--- src/rtl/mul_seq_pkg.sv ---
// Shared types and constants for sequencers built around the team alu block.
package mul_seq_pkg;

    typedef enum logic [1:0] {
        IDLE = 2'd0,
        RUN  = 2'd1,
        DONE = 2'd2
    } state_t;

    localparam logic [1:0] ALU_ADD = 2'b00;
    localparam logic [1:0] ALU_SUB = 2'b01;
    localparam logic [1:0] ALU_AND = 2'b10;
    localparam logic [1:0] ALU_OR  = 2'b11;

endpackage

--- src/rtl/alu.sv ---
// Team N-bit ALU: add/sub/and/or selected by ControlloALU, with NZCV flags.
module alu
    import mul_seq_pkg::*;
#(
    parameter int N = 32
) (
    input  logic [N-1:0] A,
    input  logic [N-1:0] B,
    input  logic [1:0]   ControlloALU,
    output logic [N-1:0] Result,
    output logic         Negative,
    output logic         Zero,
    output logic         Carry,
    output logic         oVerflow
);

    logic [N:0] wide;

    always_comb begin
        wide     = '0;
        oVerflow = 1'b0;
        case (ControlloALU)
            ALU_ADD: begin
                wide     = {1'b0, A} + {1'b0, B};
                oVerflow = (A[N-1] == B[N-1]) && (wide[N-1] != A[N-1]);
            end
            ALU_SUB: begin
                // Carry set means no borrow, as in A + ~B + 1.
                wide     = {1'b0, A} + {1'b0, ~B} + {{N{1'b0}}, 1'b1};
                oVerflow = (A[N-1] != B[N-1]) && (wide[N-1] != A[N-1]);
            end
            ALU_AND: wide = {1'b0, A & B};
            default: wide = {1'b0, A | B};
        endcase
    end

    assign Result   = wide[N-1:0];
    assign Carry    = wide[N];
    assign Negative = wide[N-1];
    assign Zero     = (wide[N-1:0] == '0);

endmodule

--- src/rtl/mul_seq.sv ---
// Shift-and-add unsigned multiplier: one alu add per cycle, 2N-bit product in N cycles.
module mul_seq
    import mul_seq_pkg::*;
#(
    parameter int N = 32
) (
    input  logic           clock,
    input  logic           reset_n,
    input  logic           in_valid,
    output logic           in_ready,
    input  logic [N-1:0]   op_a,
    input  logic [N-1:0]   op_b,
    input  logic           abort,
    output logic           out_valid,
    input  logic           out_ready,
    output logic [2*N-1:0] product,
    output logic           prod_zero
);

    localparam int CW = (N > 1) ? $clog2(N) : 1;

    state_t        state;
    logic [N-1:0]  m;
    logic [N-1:0]  p_hi;
    logic [N-1:0]  p_lo;
    logic [CW-1:0] cnt;

    logic [N-1:0]  alu_b;
    logic [N-1:0]  sum;
    logic          carry;

    assign alu_b = p_lo[0] ? m : '0;

    alu #(.N(N)) u_alu (
        .A            (p_hi),
        .B            (alu_b),
        .ControlloALU (ALU_ADD),
        .Result       (sum),
        .Negative     (),
        .Zero         (),
        .Carry        (carry),
        .oVerflow     ()
    );

    always_ff @(posedge clock or negedge reset_n) begin
        if (!reset_n) begin
            state     <= IDLE;
            m         <= '0;
            p_hi      <= '0;
            p_lo      <= '0;
            cnt       <= '0;
            in_ready  <= 1'b1;
            out_valid <= 1'b0;
        end else begin
            case (state)
                IDLE: begin
                    // abort is deliberately not looked at here.
                    if (in_valid) begin
                        m        <= op_a;
                        p_lo     <= op_b;
                        p_hi     <= '0;
                        cnt      <= '0;
                        state    <= RUN;
                        in_ready <= 1'b0;
                    end
                end
                RUN: begin
                    if (abort) begin
                        state    <= IDLE;
                        in_ready <= 1'b1;
                    end else begin
                        // Carry lands in the top bit so the partial sum never overflows.
                        {p_hi, p_lo} <= {carry, sum, p_lo[N-1:1]};
                        cnt          <= cnt + CW'(1);
                        if (cnt == CW'(N-1)) begin
                            state     <= DONE;
                            out_valid <= 1'b1;
                        end
                    end
                end
                DONE: begin
                    if (abort || out_ready) begin
                        state     <= IDLE;
                        out_valid <= 1'b0;
                        in_ready  <= 1'b1;
                    end
                end
                default: begin
                    state     <= IDLE;
                    out_valid <= 1'b0;
                    in_ready  <= 1'b1;
                end
            endcase
        end
    end

    assign product   = {p_hi, p_lo};
    assign prod_zero = (product == '0);

endmodule

--- config.mk ---
export PLATFORM = sky130hd
export DESIGN_NAME = mul_seq
export DESIGN_NICKNAME = d
export VERILOG_FILES = /design/src/rtl/mul_seq_pkg.sv /design/src/rtl/alu.sv /design/src/rtl/mul_seq.sv
export SDC_FILE = /design/constraint.sdc
export NUM_CORES = 1
export LEC_CHECK = 0
export BUFFER_PORTS_ARGS = -buffer_cell sky130_fd_sc_hd__buf_2
export CAP_MARGIN = 10
export CORE_MARGIN = 1
export CORE_UTILIZATION = 25
export DETAILED_ROUTE_END_ITERATION = 8
export HOLD_SLACK_MARGIN = 0.03
export PLACE_DENSITY = 0.42
export REMOVE_ABC_BUFFERS = 1
export SETUP_SLACK_MARGIN = 0.2
export SLEW_MARGIN = 10
export SYNTH_ARGS = -nofsm -noshare
export SYNTH_HDL_FRONTEND = slang
export SYNTH_SLANG_ARGS = --single-unit
export TNS_END_PERCENT = 30
--- constraint.sdc ---
create_clock -name clock -period 2.75 [get_ports clock]
set_input_delay 0 -clock clock [delete_from_list [all_inputs] [get_ports clock]]
set_output_delay 0 -clock clock [all_outputs]
set_load 0.05 [all_outputs]
### Word level (Yosys, flattened, before mapping)

Index checks and enable logic that the tools add are counted.
Widths: inputs -> output; s select.

| storage, ports and cells | value |
|---|---|
| register bits | 105 |
| input port bits | 69 |
| output and inout bits | 67 |
| logic and storage cells | 51 |

| operators by class | value |
|---|---|
| $add $sub $neg | 2 |
| eq/ne operators | 9 |
| multiplexer cells | 23 |
| bitwise operators | 1 |
| reduce and logical (&&, ||, !) cells | 9 |

Operators by type and width:

| kind | number |
|---|---|
| $mux 32 | 5 |
| $pmux 32 s2 | 2 |
| $logic_not 64->1 | 1 |
| $add 32x32->33 | 1 |
| $mux 5 | 2 |
| $ne 2x2->1 const B | 5 |
| $pmux 5 s2 | 1 |
| $reduce_and 3->1 | 3 |
| $mux 2 | 4 |
| $mux 1 | 6 |
| $pmux 1 s3 | 2 |
| $pmux 2 s3 | 1 |
| $add 5x1->5 const B | 1 |
| $eq 5x5->1 const B | 1 |
| $reduce_and 4->1 | 1 |
| $ne 3x3->1 const B | 1 |
| $eq 2x1->1 const B | 1 |
| $eq 2x2->1 const B | 1 |
| $logic_not 2->1 | 1 |
| $reduce_and 2->1 | 1 |
| $reduce_bool 2->1 | 1 |
| $logic_or 1x1->1 | 1 |
| $not 1->1 | 1 |

### Logic depth before layout (Yosys ltp)

Gate-level depths: netlist (run 1).

| logic depth | value |
|---|---|
| depth after elaboration | 4 |
| gate-level depth with buffers | 12 |
| mapped depth without buffers | 12 |

### Hierarchy

Synthesis (run 1) repeated with hierarchy kept, for this count alone.

| second synthesis, totals | value |
|---|---|
| cell total of the unflattened synthesis | 1264 |
| area total of the unflattened synthesis | 10028.4 µm² |

By module, submodules not included:

| module | times used | cells an instance | area an instance (µm²) |
|---|---|---|---|
| alu | 1 | 799 | 5353.9 |
| mul_seq | 1 | 465 | 4674.5 |

### Least setup slack after synthesis (run 1)

No wires, ideal clock.

| timing | value |
|---|---|
| kind | register to register |
| start | register p_lo[0] |
| end | register p_hi[29] |
| library setup time | 0.122 ns |
| arrival | 3.036 ns |
| path slack | -0.408 ns |
| cell stages (with the launch flop) | 13 |
| cell sequence | dfrtp_1 > and2_1 > ha_1 > inv_1 > fa_1 > and2b_1 > o211ai_1 > a31o_2 > o311ai_4 > a31oi_2 > nor4_1 > o21ai_0 > a32o_1 |

| between the ends | value |
|---|---|
| longest elaborated chain between the ends | 4 |

Ends and longest elaborated chain:

| element | line | text |
|---|---|---|
| start: declaration | mul_seq.sv:25 | `logic [N-1:0] p_lo;` |
| start signal: assignment | mul_seq.sv:60 | `p_lo <= op_b;` |
| start signal: assignment | mul_seq.sv:73 | `{p_hi, p_lo} <= {carry, sum, p_lo[N-1:1]};` |
| $mux 32 | mul_seq.sv:32 | `assign alu_b = p_lo[0] ? m : '0;` |
| $add 32x32->33 | alu.sv:24 | `wide = {1'b0, A} + {1'b0, B};` |
| $mux 32 | mul_seq.sv:68 | `if (abort) begin` |
| $pmux 32 s2 | mul_seq.sv:55 | `case (state)` |
| end signal: assignment | mul_seq.sv:73 |  |
| end: declaration | mul_seq.sv:24 | `logic [N-1:0] p_hi;` |

Every way passes these cells. The select of a mux whose other input is x is not followed.
A chain may end at the register's enable or synchronous reset.

### Final worst setup path (run 1)

| timing | value |
|---|---|
| start | register p_lo[0] |
| end | register p_hi[27] |

Same word-level chain as after synthesis.

==> out/results.txt, run 1 <==
For the half-perimeter wire length after detailed placement, the log shows 14.89 mm. TritonCTS built the clock tree. For the initial core utilization, the log shows 0.2560.

The utilization of the core after routing is 0.3736. After the last flow step, the layout net total stands at 1,121. The post-synthesis share of cell area spent on full adders, half adders and majority gates was 0.07133.

Capture instance of the worst register-to-register path: p_hi[27]. The power density relative to cell area came out at 1028 mW/mm². The worst-skew pair later-pin latency is 0.37 ns, and the count of cell types in the netlist is 62. In this run the worst setup path begins at p_lo[0]. The number of antenna diodes in the final layout is 0.

The run gives 2 as the number of buffers on the longest clock path. Synthesis produced 752 cells. The average wire length per cell after detail routing came out at 15.37 µm.

The number of flip-flops and latches in the synthesized netlist is 105. The initial antenna violation count was 0; the share of cell area taken by muxes after synthesis was 0. The largest total area in the synthesized netlist belongs to sky130_fd_sc_hd__dfrtp_1. The final critical-path required period came out at 2.796 ns. The final reports fail on negative setup slack. Max-cap violations in this run came to 0.

The critical path endpoint is p_hi[27]. The first global-routing pass estimated 34.05 mm of wire. The worst register-to-register path has a depth of 12.

The logs give 0.1663 for the total routing usage reported by global routing and 0 for the final max-slew violation count. For the total count of hold-check failures in the final report, the log shows 0. Entering global routing, the biggest net connects 61 pins.

The most instantiated flip-flop cell in the synthesis netlist is sky130_fd_sc_hd__dfrtp_1. Worst min-delay path category: input port to async pin. Data on the critical path is required at its endpoint by 3.05 ns. Compared with the post-synthesis result, the final layout area differs by 45.92%. Average instance area after synthesis: 8.304 µm².

Summed over all layers, the routed wires come to 20.69 mm. The number of antenna-violating nets in the routed design was 0. After routing the design area is 0.009112 mm². Worst relative slew slack: 0.5626.

The xor/xnor cell area share of the yosys netlist was 0.03366. The flow ran to the end, but the final reports show violations. The slack of the worst reg-to-reg path is -0.05 ns, and the detailed-route via count is 6,158. Summed over all cells, the static leakage comes to 4.405 nW. The area fraction of the dominant cell type after synthesis works out to 0.4168. The master cell of the clock root buffer is sky130_fd_sc_hd__clkbuf_16. The clock net in this run drives a total of 105 sinks. For this run, design rule violations remaining after detail routing come to 0.

The critical path in this run is classified as flip-flop to flip-flop. The post-route clock period utilization was 1.017; the timing-limited maximum frequency was 0.3576 GHz. Row generation in the floorplan step produced 57 rows.

The run gives 136 as the I/O pin count. The transition time at the pin with the least slew margin was 0.6554 ns. After synthesis, the largest family of logic cells by area is simple AND/OR/NAND/NOR gates.

The tools report the cell area reported after detailed placement as 0.007794 mm². The fraction of final layout cells sized beyond drive strength 1 works out to 0.2828. Setup violations remaining at the end of the flow were counted as 4. After synthesis, the cell types taking the most area are sky130_fd_sc_hd__dfrtp_1 (42%), sky130_fd_sc_hd__nand2_1 (13%), sky130_fd_sc_hd__ha_1 (6.8%). Yosys mapped a number of flops with a built-in enable equal to 0. The floorplan step set the die width to 160.0 µm. The die outline height was 160.0 µm.

The full die area is 0.02561 mm², and the number of global-route vias before repair is 6,168. The complex-gate fraction of the synthesized area is 0.1675, and the post-route clock skew is 0.009950 ns. The register clock-pin slew on the reported worst setup and hold paths is 0.08 ns, and the aggregate global routing overflow is 0. Data arrives at the worst endpoint at 3.10 ns. Startpoint of the most critical register-to-register path: p_lo[0].

The async set-or-reset flop fraction in the synthesized netlist was 1.000; the maximum vdd ir drop was 481.5 µV. Summed over all failing endpoints, the final setup total negative slack is -0.09201 ns. Yosys printed 0 warnings.

The final worst setup slack came out at -0.04606 ns. The startpoint type of the worst setup path was a flip-flop. The sequential-to-total area share from yosys stat was 0.4210; the count of TritonRoute iterations in the first routing pass was 4.

Setup repair after global routing could not meet its margin everywhere. In this run the worst path has a maximum fanout of 3. The iteration-0 DRC count of the detailed router was 315. The simple-gate share of the synthesized area was 0.2725.

STA classifies the critical path endpoint as a flip-flop. The total of buffers placed on input and output ports was 135; the area inside the core boundary was 0.02439 mm². The synthesized netlist occupies a cell area of 0.006245 mm². CTS built an H-tree with a depth of 3. After detailed routing, the number of vias per cell comes to 4.575. The congestion estimate from routability-driven global placement came to 0.8105. The number of clock buffers added by TritonCTS is 9.
==> how the worst min path moves through the flow <==
stage          endpoint  depth (start not counted)  slack, ns    start
2_1_floorplan    cnt[0]                          0      -0.30  reset_n
3_3_place_gp      m[10]                          1       0.01  reset_n
3_5_place_dp      m[10]                          1     0.0004  reset_n
4_1_cts           m[10]                          2       0.16  reset_n
5_1_grt           m[10]                          2       0.19  reset_n
6_report          m[10]                          2       0.15  reset_n
==> routing by layer <==
layer,up-vias,wire (µm),GRT usage
li1,3152,-,-
met1,2875,10090,0.2269
met2,118,9699,0.2751
met3,13,697,0.02701
met4,0,198,0.03636
met5,-,0,0
==> stage by stage <==
step | std cells | setup WS [ns] | hold slack, ns | power [W]
2_1_floorplan | 716 | -1.225 | -0.2956 | 0.005748
3_3_place_gp | 1254 | -0.1191 | 0.009580 | 0.007666
3_5_place_dp | 1254 | -0.2018 | 0.0004442 | 0.007648
4_1_cts | 1343 | -0.07127 | 0.1602 | 0.009334
5_1_grt | 1346 | -0.2117 | 0.1940 | 0.01007
6_report | 1346 | -0.04606 | 0.1492 | 0.009368
==> cell usage in the layout, fill, tap and decap left out, types with 3 or more instances in the layout <==
cell	instances
sky130_fd_sc_hd__nand2_1	210
sky130_fd_sc_hd__buf_2	134
sky130_fd_sc_hd__dfrtp_1	104
sky130_fd_sc_hd__buf_4	85
sky130_fd_sc_hd__dlygate4sd3_1	68
sky130_fd_sc_hd__nor2_1	55
sky130_fd_sc_hd__o21ai_0	36
sky130_fd_sc_hd__a31oi_1	36
sky130_fd_sc_hd__and2_1	34
sky130_fd_sc_hd__ha_1	26
sky130_fd_sc_hd__a21oi_1	25
sky130_fd_sc_hd__nor4_1	18
sky130_fd_sc_hd__xor2_1	13
sky130_fd_sc_hd__inv_1	12
sky130_fd_sc_hd__nand4_1	12
sky130_fd_sc_hd__o21ai_1	9
sky130_fd_sc_hd__nand3_1	9
sky130_fd_sc_hd__clkbuf_16	9
sky130_fd_sc_hd__xnor2_1	8
sky130_fd_sc_hd__nand2b_1	7
sky130_fd_sc_hd__ha_4	7
sky130_fd_sc_hd__a21oi_2	6
sky130_fd_sc_hd__a21o_1	6
sky130_fd_sc_hd__o211ai_1	5
sky130_fd_sc_hd__nor3_1	5
sky130_fd_sc_hd__clkinv_8	4
sky130_fd_sc_hd__nand2_2	3
sky130_fd_sc_hd__nor2_2	3
sky130_fd_sc_hd__o21bai_1	3
sky130_fd_sc_hd__a22o_1	3
sky130_fd_sc_hd__nor2b_1	3
sky130_fd_sc_hd__a32o_1	3
sky130_fd_sc_hd__o21a_1	3
==> cells in the mapped netlist (3+ instances only) <==
cell type / count
sky130_fd_sc_hd__a32o_1: 3
sky130_fd_sc_hd__nand2_1: 212
sky130_fd_sc_hd__xor2_1: 15
sky130_fd_sc_hd__o21bai_1: 3
sky130_fd_sc_hd__a31oi_1: 38
sky130_fd_sc_hd__a21o_1: 6
sky130_fd_sc_hd__a211oi_1: 4
sky130_fd_sc_hd__nand3_1: 9
sky130_fd_sc_hd__o21a_1: 3
sky130_fd_sc_hd__xnor2_1: 9
sky130_fd_sc_hd__dfrtp_1: 104
sky130_fd_sc_hd__a21oi_1: 31
sky130_fd_sc_hd__a22o_1: 3
sky130_fd_sc_hd__inv_1: 13
sky130_fd_sc_hd__and2_1: 34
sky130_fd_sc_hd__ha_1: 34
sky130_fd_sc_hd__clkbuf_1: 25
sky130_fd_sc_hd__o211ai_1: 5
sky130_fd_sc_hd__o21ai_0: 46
sky130_fd_sc_hd__nor3_1: 5
sky130_fd_sc_hd__nor2b_1: 4
sky130_fd_sc_hd__nor4_1: 20
sky130_fd_sc_hd__a22oi_1: 3
sky130_fd_sc_hd__nand4_1: 12
sky130_fd_sc_hd__nor2_1: 57
sky130_fd_sc_hd__nand2b_1: 7
sky130_fd_sc_hd__buf_1: 6
==> area by class of cell <==
class | instances | area (µm²)
clock inverter | 7 | 93.84
sequential | 105 | 2629
clock buffer | 9 | 225.2
fill | 2575 | 15280
tap | 324 | 405.4
inverter | 14 | 52.55
timing repair buffer | 290 | 2041
multi-input combinational | 597 | 3666
==> what timing repair did <==
item / in CTS / in global routing
setup buffers: 5 / 3
hold buffers: 68 / 0
hold endpoints to repair: 98 / 0
resized for setup: 26 / 23
endpoints found under the setup margin: 21 / 24
pin swaps: 11 / 11
==> power by group <==
part	internal [W]	switching, W	leakage (nW)
sequential	0.00202	0.000532	1.30
clock	0.000661	0.000719	0.154
combinational	0.00204	0.00339	2.95
==> registers in the layout (all words and copies together), names as in the netlist <==
signal,cells
out_valid,1
p_hi,32
cnt,5
m,32
state,2
p_lo,32
in_ready,1
==> critical path, stage by stage (launching register included) <==
cell and delay (ns):
sky130_fd_sc_hd__dfrtp_1 0.39, sky130_fd_sc_hd__and2_1 0.14, sky130_fd_sc_hd__ha_2 0.18, sky130_fd_sc_hd__inv_2 0.04
sky130_fd_sc_hd__fa_2 0.33, sky130_fd_sc_hd__and2b_1 0.21, sky130_fd_sc_hd__o211ai_1 0.10, sky130_fd_sc_hd__a31o_2 0.26
sky130_fd_sc_hd__o221ai_2 0.19, sky130_fd_sc_hd__a31oi_2 0.13, sky130_fd_sc_hd__o21a_1 0.24, sky130_fd_sc_hd__or4_1 0.41
sky130_fd_sc_hd__nand3_1 0.09
==> cell families after synthesis <==
kind of cell,Yosys count
simple gates,376
compound gates,162
flops,105
buf+inv,50
fa+ha+maj,35
xor+xnor,24
Note: power is estimated with default switching activity, not from simulation.
==> inputs of run 2 (changes only) <==
CORE_UTILIZATION = 45   (was 25)
PLACE_DENSITY = 0.69   (was 0.42)
==> run 2 against run 1 <==
The flow still finishes with violations (negative setup slack). Worst hold slack better by 0.033 ns. Largest power group unchanged. Design area is 2.0% lower. First-iteration DRC count up 41%. Highest routed layer unchanged. Clock-buffer cell count rose by 2. Combinational power barely moved. Largest cell class unchanged. Flip-flop and latch count did not move. Global-route usage increased by 10 points. Sequential share of layout area up 0.58 points. Power decreased by 1.7%.
==> out/results.txt, run 2 (same netlist as run 1, synthesis figures left out) <==
The net switching fraction of the power came out at 0.4920 (was 0.4957). The first-pass GRT wire length is 30.35 mm (was 34.05 mm). The tools report the half-perimeter wire length after detailed placement as 12.30 mm (was 14.89 mm). X dimension of the die: 119.8 µm (was 160.0 µm). The leading cell type in the layout, fill and taps excluded was sky130_fd_sc_hd__nand2_1 (unchanged). The average wire length per cell after detail routing is 15.54 µm (was 15.37 µm). For the post-route clock skew, the log shows 0.01152 ns (was 0.009950 ns). The timing-limited maximum frequency is 0.3562 GHz (was 0.3576 GHz). The run gives 0.280 (was 0.273) as the relative contribution of sequential cells to total power. The run finished, with violations left. The logs give 136 (unchanged) for the I/O pin count and 0.004533 W (was 0.004643 W) for the total net switching power.

For the worst-skew pair later-pin latency, the log shows 0.36 ns (was 0.37 ns). The diode insertion count for antenna repair is 0 (unchanged). The total chip power was 0.009213 W (was 0.009368 W); the final worst setup slack was -0.05757 ns (was -0.04606 ns). Total count of hold-check failures in the final report: 0 (unchanged). For the number of H-tree levels, the log shows 3 (unchanged).

The transition time at the pin with the least slew margin is 0.6132 ns (was 0.6554 ns), and the post-layout instance area is 0.008934 mm² (was 0.009112 mm²). The maximum net fanout on the critical path works out to 8 (was 3). The maximum vdd ir drop came out at 462.7 µV (was 481.5 µV).

The master cell of the clock root buffer was sky130_fd_sc_hd__clkbuf_16 (unchanged). Commonest cells after routing, fill and taps aside: sky130_fd_sc_hd__nand2_1 (211), sky130_fd_sc_hd__buf_2 (134), sky130_fd_sc_hd__dfrtp_1 (104) (was sky130_fd_sc_hd__nand2_1 (210), sky130_fd_sc_hd__buf_2 (134), sky130_fd_sc_hd__dfrtp_1 (104)). The logs give 0.4660 (was 0.2560) for the initial core utilization and 18.43 mm (was 20.69 mm) for the total wire length after detailed routing. The total routing usage reported by global routing was 0.2666 (was 0.1663). The logs give 0.01340 mm² (was 0.02439 mm²) for the area inside the core boundary and 44 (was 61) for the maximum number of pins on one net before global-route repair. The cell area reported after detailed placement was 0.007501 mm² (was 0.007794 mm²); the placement-stage worst setup slack was -0.2109 ns (was -0.2018 ns). The total of endpoints with negative setup slack in the final report is 3 (was 4).

The final max-slew violation count was 0 (unchanged); the iteration-0 DRC count of the detailed router was 444 (was 315). TritonCTS built the clock tree. The run gives 0 (unchanged) as the aggregate global routing overflow.

The tools report the cell leakage power as 4.334 nW (was 4.405 nW). The count of TritonRoute iterations in the first routing pass is 4 (unchanged). The internal power was 0.004680 W (was 0.004725 W); the number of antenna-violating nets in the routed design was 0 (unchanged). Worst relative slew slack: 0.5912 (was 0.5626). The initial antenna violation count is 0 (unchanged), and the average via count per standard cell is 5.359 (was 4.575).

The post-route clock period utilization was 1.021 (was 1.017). The number of buffers on the longest clock path is 2 (unchanged), and the final critical-path required period is 2.808 ns (was 2.796 ns). Register clock-pin slew on the reported worst setup and hold paths: 0.07 ns (was 0.08 ns).

The critical path data required time was 3.01 ns (was 3.05 ns). The die outline height is 119.8 µm (was 160.0 µm), and the DRC violation count after routing is 0 (unchanged). Failing checks: negative setup slack (unchanged). Setup repair after global routing could not meet its margin everywhere. The full die area is 0.01435 mm² (was 0.02561 mm²). The final estimated routing congestion in global placement came out at 0.8957 (was 0.8105).

Proportion of power drawn by combinational gates: 0.591 (was 0.580). The power density relative to cell area was 1031 mW/mm² (was 1028 mW/mm²). The number of cell rows was 42 (was 57); the relative area change from synthesis to final layout was 43.06% (was 45.92%). The class of the most critical setup path was flip-flop to flip-flop (unchanged).

The logs give 6,356 (was 6,158) for the detailed-route via count and 0.129 (was 0.147) for the clock network power share. The total of buffers placed on input and output ports was 135 (unchanged); the number of max-capacitance violations reported was 0 (unchanged). The logs give 3.07 ns (was 3.10 ns) for the critical path arrival and 6,242 (was 6,168) for the number of global-route vias before repair. The fraction of final layout cells sized beyond drive strength 1 works out to 0.2871 (was 0.2828). The tools report the startpoint type of the worst setup path as a flip-flop (unchanged). Largest registers: m x32, p_hi x32, p_lo x32 (unchanged).

The tools report the clock sink total as 105 (unchanged). The tools report the number of nets in the finished design as 1,109 (was 1,121). The worst min-delay path category was input port to async pin (unchanged). The tools report the number of clock buffers inserted by TritonCTS as 9 (unchanged). The tools report the critical path capture point type as a flip-flop (unchanged). The tools report the final-layout setup total negative slack as -0.1009 ns (was -0.09201 ns).
==> run 2: area by class of cell <==
cell class / instances / area (µm²)
timing repair buffer: 278 / 1994
clock inverter: 5 / 32.53
clock buffer: 11 / 232.7
inverter: 14 / 52.55
tap: 176 / 220.2
multi-input combinational: 597 / 3772
fill: 1095 / 4467
sequential: 105 / 2629
==> run 2: final timing paths <==
check                               from        to  slack, ns  cells after the start
worst max-delay path             p_lo[0]  p_hi[26]      -0.06                     12
worst min-delay path             reset_n     m[13]       0.18                      2
worst max register to register   p_lo[0]  p_hi[26]      -0.06                     12
worst min register to register  in_ready  in_ready       0.46                      2
max in group asynchronous        reset_n  p_hi[26]       1.84                      3
min in group clock              in_valid    cnt[4]       0.18                      5
==> run 2: timing repair <==
action                                  in CTS  in global routing
endpoints found under the setup margin      21                 24
cloned                                       0                  0
pin swaps                                   21                  9
resized for setup                           53                 24
hold buffers                                68                  0
setup buffers                               11                  1
hold endpoints to repair                   108                  0
==> run 2: layer usage <==
metal | up-vias | track usage | wire, µm
met5 | - | 0 | 0
met4 | 0 | 0.09375 | 485
li1 | 3124 | - | -
met1 | 2989 | 0.3431 | 8262
met3 | 43 | 0.05038 | 912
met2 | 200 | 0.4469 | 8769
==> run 2: power groups by stage <==
stage	Clock, W	Combinational [W]	Sequential, W
5_1_grt	0.00129	0.00586	0.00264
6_report	0.00119	0.00544	0.00258
4_1_cts	0.00122	0.00525	0.00256
3_3_place_gp	0	0.00477	0.00255
3_5_place_dp	0	0.00482	0.00255
2_1_floorplan	0	0.00202	0.00373
==> run 2: worst max-delay path, stage by stage, from the launching register on <==
cell                        delay (ns)
sky130_fd_sc_hd__dfrtp_1          0.40
sky130_fd_sc_hd__buf_6            0.15
sky130_fd_sc_hd__buf_6            0.14
sky130_fd_sc_hd__and2_4           0.14
sky130_fd_sc_hd__ha_4             0.28
sky130_fd_sc_hd__o211ai_1         0.11
sky130_fd_sc_hd__o211ai_1         0.28
sky130_fd_sc_hd__nand2_1          0.16
sky130_fd_sc_hd__o221a_4          0.27
sky130_fd_sc_hd__nor3_4           0.23
sky130_fd_sc_hd__o2111ai_2        0.15
sky130_fd_sc_hd__and3_4           0.20
sky130_fd_sc_hd__o31ai_2          0.21
==> run 2: through the flow <==
step / cells / hold slack (ns) / util
after floorplan: 716 / -0.2956 / -
after global placement: 1090 / 0.03749 / 0.5598
after detailed placement: 1090 / 0.03611 / 0.5598
after CTS: 1185 / 0.1753 / 0.6575
after global routing: 1186 / 0.2453 / 0.6667
final: 1186 / 0.1819 / 0.6667
==> inputs of run 3 (changes only) <==
CELL_PAD_IN_SITES_DETAIL_PLACEMENT = 1   (was unset)
CELL_PAD_IN_SITES_GLOBAL_PLACEMENT = 1   (was unset)
CORE_UTILIZATION = 37   (was 45)
PLACE_DENSITY = 0.75   (was 0.69)
==> run 3 against run 2 <==
Flip-flop and latch count is the same. Register-to-register slack lost 0.20 ns. Largest cell class unchanged. Fmax is 6.6% lower. Die area is 21% higher. Combinational power increased by 6.8%. Clock skew barely moved. The flow still finishes with violations (negative setup slack). Design area grew 2.5%. Highest routed layer unchanged.
==> out/results.txt, run 3 (same netlist as run 1, synthesis figures left out) <==
Number of fill cells: 1,950 (was 1,095). The initial core utilization came out at 0.3779 (was 0.4660). The half-perimeter wire length after detailed placement is 14.95 mm (was 12.30 mm), and the die outline height is 131.9 µm (was 119.8 µm). The critical path data required time came out at 3.00 ns (was 3.01 ns). The placed cell count is 1,140 (was 1,090), and the number of nets in the finished design is 1,124 (was 1,109).

The logs give 0 (unchanged) for the DRC violation count after routing and 6 (was 4) for the count of TritonRoute iterations in the first routing pass. TritonCTS built the clock tree. Worst min-delay path category: input port to flip-flop (was input port to async pin). The tools report the critical path capture point type as a flip-flop (unchanged). For the timing-limited maximum frequency, the log shows 0.3326 GHz (was 0.3562 GHz). X dimension of the die: 131.9 µm (was 119.8 µm). The final critical-path required period was 3.006 ns (was 2.808 ns); the total routing usage reported by global routing was 0.2556 (was 0.2666).

The class of the most critical setup path is flip-flop to flip-flop (unchanged). The total of buffers placed on input and output ports was 135 (unchanged); the full die area was 0.01740 mm² (was 0.01435 mm²). The I/O pin count came out at 136 (unchanged).

Area inside the core boundary: 0.01652 mm² (was 0.01340 mm²). The first-pass GRT wire length is 35.60 mm (was 30.35 mm), and the cell leakage power is 4.434 nW (was 4.334 nW). The post-route clock period utilization was 1.093 (was 1.021). The non-filler instance count after layout is 1,245 (was 1,186). The run gives 0 (unchanged) as the number of antenna-violating nets in the routed design. Total area of multi-input combinational cells: 0.003806 mm² (was 0.003772 mm²). The transition time at the pin with the least slew margin is 0.6362 ns (was 0.6132 ns), and the diode insertion count for antenna repair is 0 (unchanged). The logs give -0.2563 ns (was -0.05757 ns) for the final worst setup slack and 0 (unchanged) for the number of max-capacitance violations reported. Setup repair after global routing could not meet its margin everywhere. The average wire length per cell after detail routing works out to 18.32 µm (was 15.54 µm). The average via count per standard cell works out to 5.371 (was 5.359). The total of endpoints with negative setup slack in the final report is 15 (was 3).

The tools report the startpoint type of the worst setup path as a flip-flop (unchanged). The register clock-pin slew on the reported worst setup and hold paths works out to 0.08 ns (was 0.07 ns). The maximum net fanout on the critical path was 10 (was 8); the worst relative slew slack was 0.5759 (was 0.5912).

The relative area change from synthesis to final layout works out to 46.62% (was 43.06%). The final max-slew violation count came out at 0 (unchanged). The maximum number of pins on one net before global-route repair was 48 (was 44). The number of cell rows was 47 (was 42). Final-layout setup total negative slack: -2.064 ns (was -0.1009 ns).

The tools report the master cell of the clock root buffer as sky130_fd_sc_hd__clkbuf_16 (unchanged). Largest registers: m x32, p_hi x32, p_lo x32 (unchanged). The final estimated routing congestion in global placement is 0.8859 (was 0.8957), and the number of H-tree levels is 3 (unchanged). For the total wire length after detailed routing, the log shows 22.81 mm (was 18.43 mm). The cell area reported after detailed placement is 0.007589 mm² (was 0.007501 mm²). Aggregate global routing overflow: 0 (unchanged). For the total count of hold-check failures in the final report, the log shows 0 (unchanged). The logs give 6,687 (was 6,356) for the detailed-route via count and 105 (unchanged) for the clock sink total.

The fraction of final layout cells sized beyond drive strength 1 came out at 0.3083 (was 0.2871). The run gives 3.25 ns (was 3.07 ns) as the critical path arrival. For the worst-skew pair later-pin latency, the log shows 0.36 ns (about the same).

The maximum vdd ir drop was 480.8 µV (was 462.7 µV). The run finished, with violations left. For the number of global-route vias before repair, the log shows 6,923 (was 6,242). The post-route clock skew is 0.01121 ns (was 0.01152 ns), and the placement-stage worst setup slack is -0.3157 ns (was -0.2109 ns). The tools report the initial antenna violation count as 0 (unchanged). The iteration-0 DRC count of the detailed router came out at 294 (was 444). The run gives 0.002629 mm² (unchanged) as the storage element area.

The power density relative to cell area works out to 1058 mW/mm² (was 1031 mW/mm²). Failing checks: negative setup slack (unchanged). The run gives 2 (unchanged) as the number of buffers on the longest clock path.

The run gives 9 (unchanged) as the number of clock buffers inserted by TritonCTS. The leading cell type in the layout, fill and taps excluded is sky130_fd_sc_hd__nand2_1 (unchanged). The run gives 0.009156 mm² (was 0.008934 mm²) as the post-layout instance area.

Commonest cells after routing, fill and taps aside: sky130_fd_sc_hd__nand2_1 (208), sky130_fd_sc_hd__buf_2 (134), sky130_fd_sc_hd__dfrtp_1 (104) (was sky130_fd_sc_hd__nand2_1 (211), sky130_fd_sc_hd__buf_2 (134), sky130_fd_sc_hd__dfrtp_1 (104)).
## run 3: cell count changes in the layout (fill, tap and decap cells not counted), moves of 3 or more
cell	change
sky130_fd_sc_hd__nand2_1	-3
sky130_fd_sc_hd__o21ai_0	-3
sky130_fd_sc_hd__a21oi_1	-4
sky130_fd_sc_hd__buf_4	+14
sky130_fd_sc_hd__a21oi_2	+5
## run 3: what timing repair did
item                                   in CTS  in global routing
pin swaps                                  27                 26
buffers inserted                            8                 11
gates cloned                                0                  2
hold buffers                               68                  0
resized for setup                          49                 42
endpoints found under the hold margin     111                  0
setup endpoints to repair                  22                 24
## run 3: path summary, 6_finish.rpt
path	slack (ns)	startpoint	to	cells after the start
setup / recovery	-0.26	p_lo[0]	p_hi[25]	13
hold / removal	0.18	in_valid	p_hi[28]	5
setup reg to reg	-0.26	p_lo[0]	p_hi[25]	13
hold reg to reg	0.47	m[25]	m[25]	2
max in group asynchronous	1.69	reset_n	m[25]	3
min in group asynchronous	0.20	reset_n	p_lo[6]	2
## run 3: per-stage QoR
stage	hold WS, ns	power, W	utilization
3_5_place_dp	0.06433	0.007595	0.4592
3_3_place_gp	0.06516	0.007473	0.4592
2_1_floorplan	-0.2956	0.005748	-
5_1_grt	0.2087	0.01024	0.5541
6_report	0.1815	0.009687	0.5541
4_1_cts	0.1813	0.009247	0.5343
## run 3: critical path, cell delays in order (launching register included)
cell and delay [ns]:
sky130_fd_sc_hd__dfrtp_1 0.41, sky130_fd_sc_hd__buf_6 0.15, sky130_fd_sc_hd__buf_12 0.15, sky130_fd_sc_hd__and2_4 0.14, sky130_fd_sc_hd__ha_4 0.21, sky130_fd_sc_hd__and2b_1 0.18, sky130_fd_sc_hd__o211ai_1 0.25, sky130_fd_sc_hd__a31o_2 0.26
sky130_fd_sc_hd__o311ai_4 0.12, sky130_fd_sc_hd__a31oi_4 0.26, sky130_fd_sc_hd__buf_6 0.14, sky130_fd_sc_hd__nor4_4 0.03, sky130_fd_sc_hd__or3_1 0.32, sky130_fd_sc_hd__a32o_1 0.25
## run 3: cell type report
cell class                      count  area share
Clock inverter                      7    0.006696
Multi-Input combinational cell    597      0.4157
Sequential cell                   105      0.2871
Clock buffer                        9     0.02460
Inverter                           14    0.005739
Tap cell                          220     0.03006
Timing Repair Buffer              293      0.2301
## run 3: report_power, final
group / switching, W / leakage (nW) / internal [W] / total [W]
clock: 0.000650 / 0.140 / 0.000633 / 0.00128
combinational: 0.00365 / 3.00 / 0.00216 / 0.00581
sequential: 0.000572 / 1.30 / 0.00202 / 0.00259
## run 3: per-layer routing
layer	wire (µm)	part of all wire	GRT usage	vias to the layer above
li1	-	-	-	3160
met1	9734	0.43	0.3201	3310
met2	11500	0.50	0.4583	170
met3	1041	0.046	0.02845	47
met4	540	0.024	0.08140	0
met5	0	0	0	-
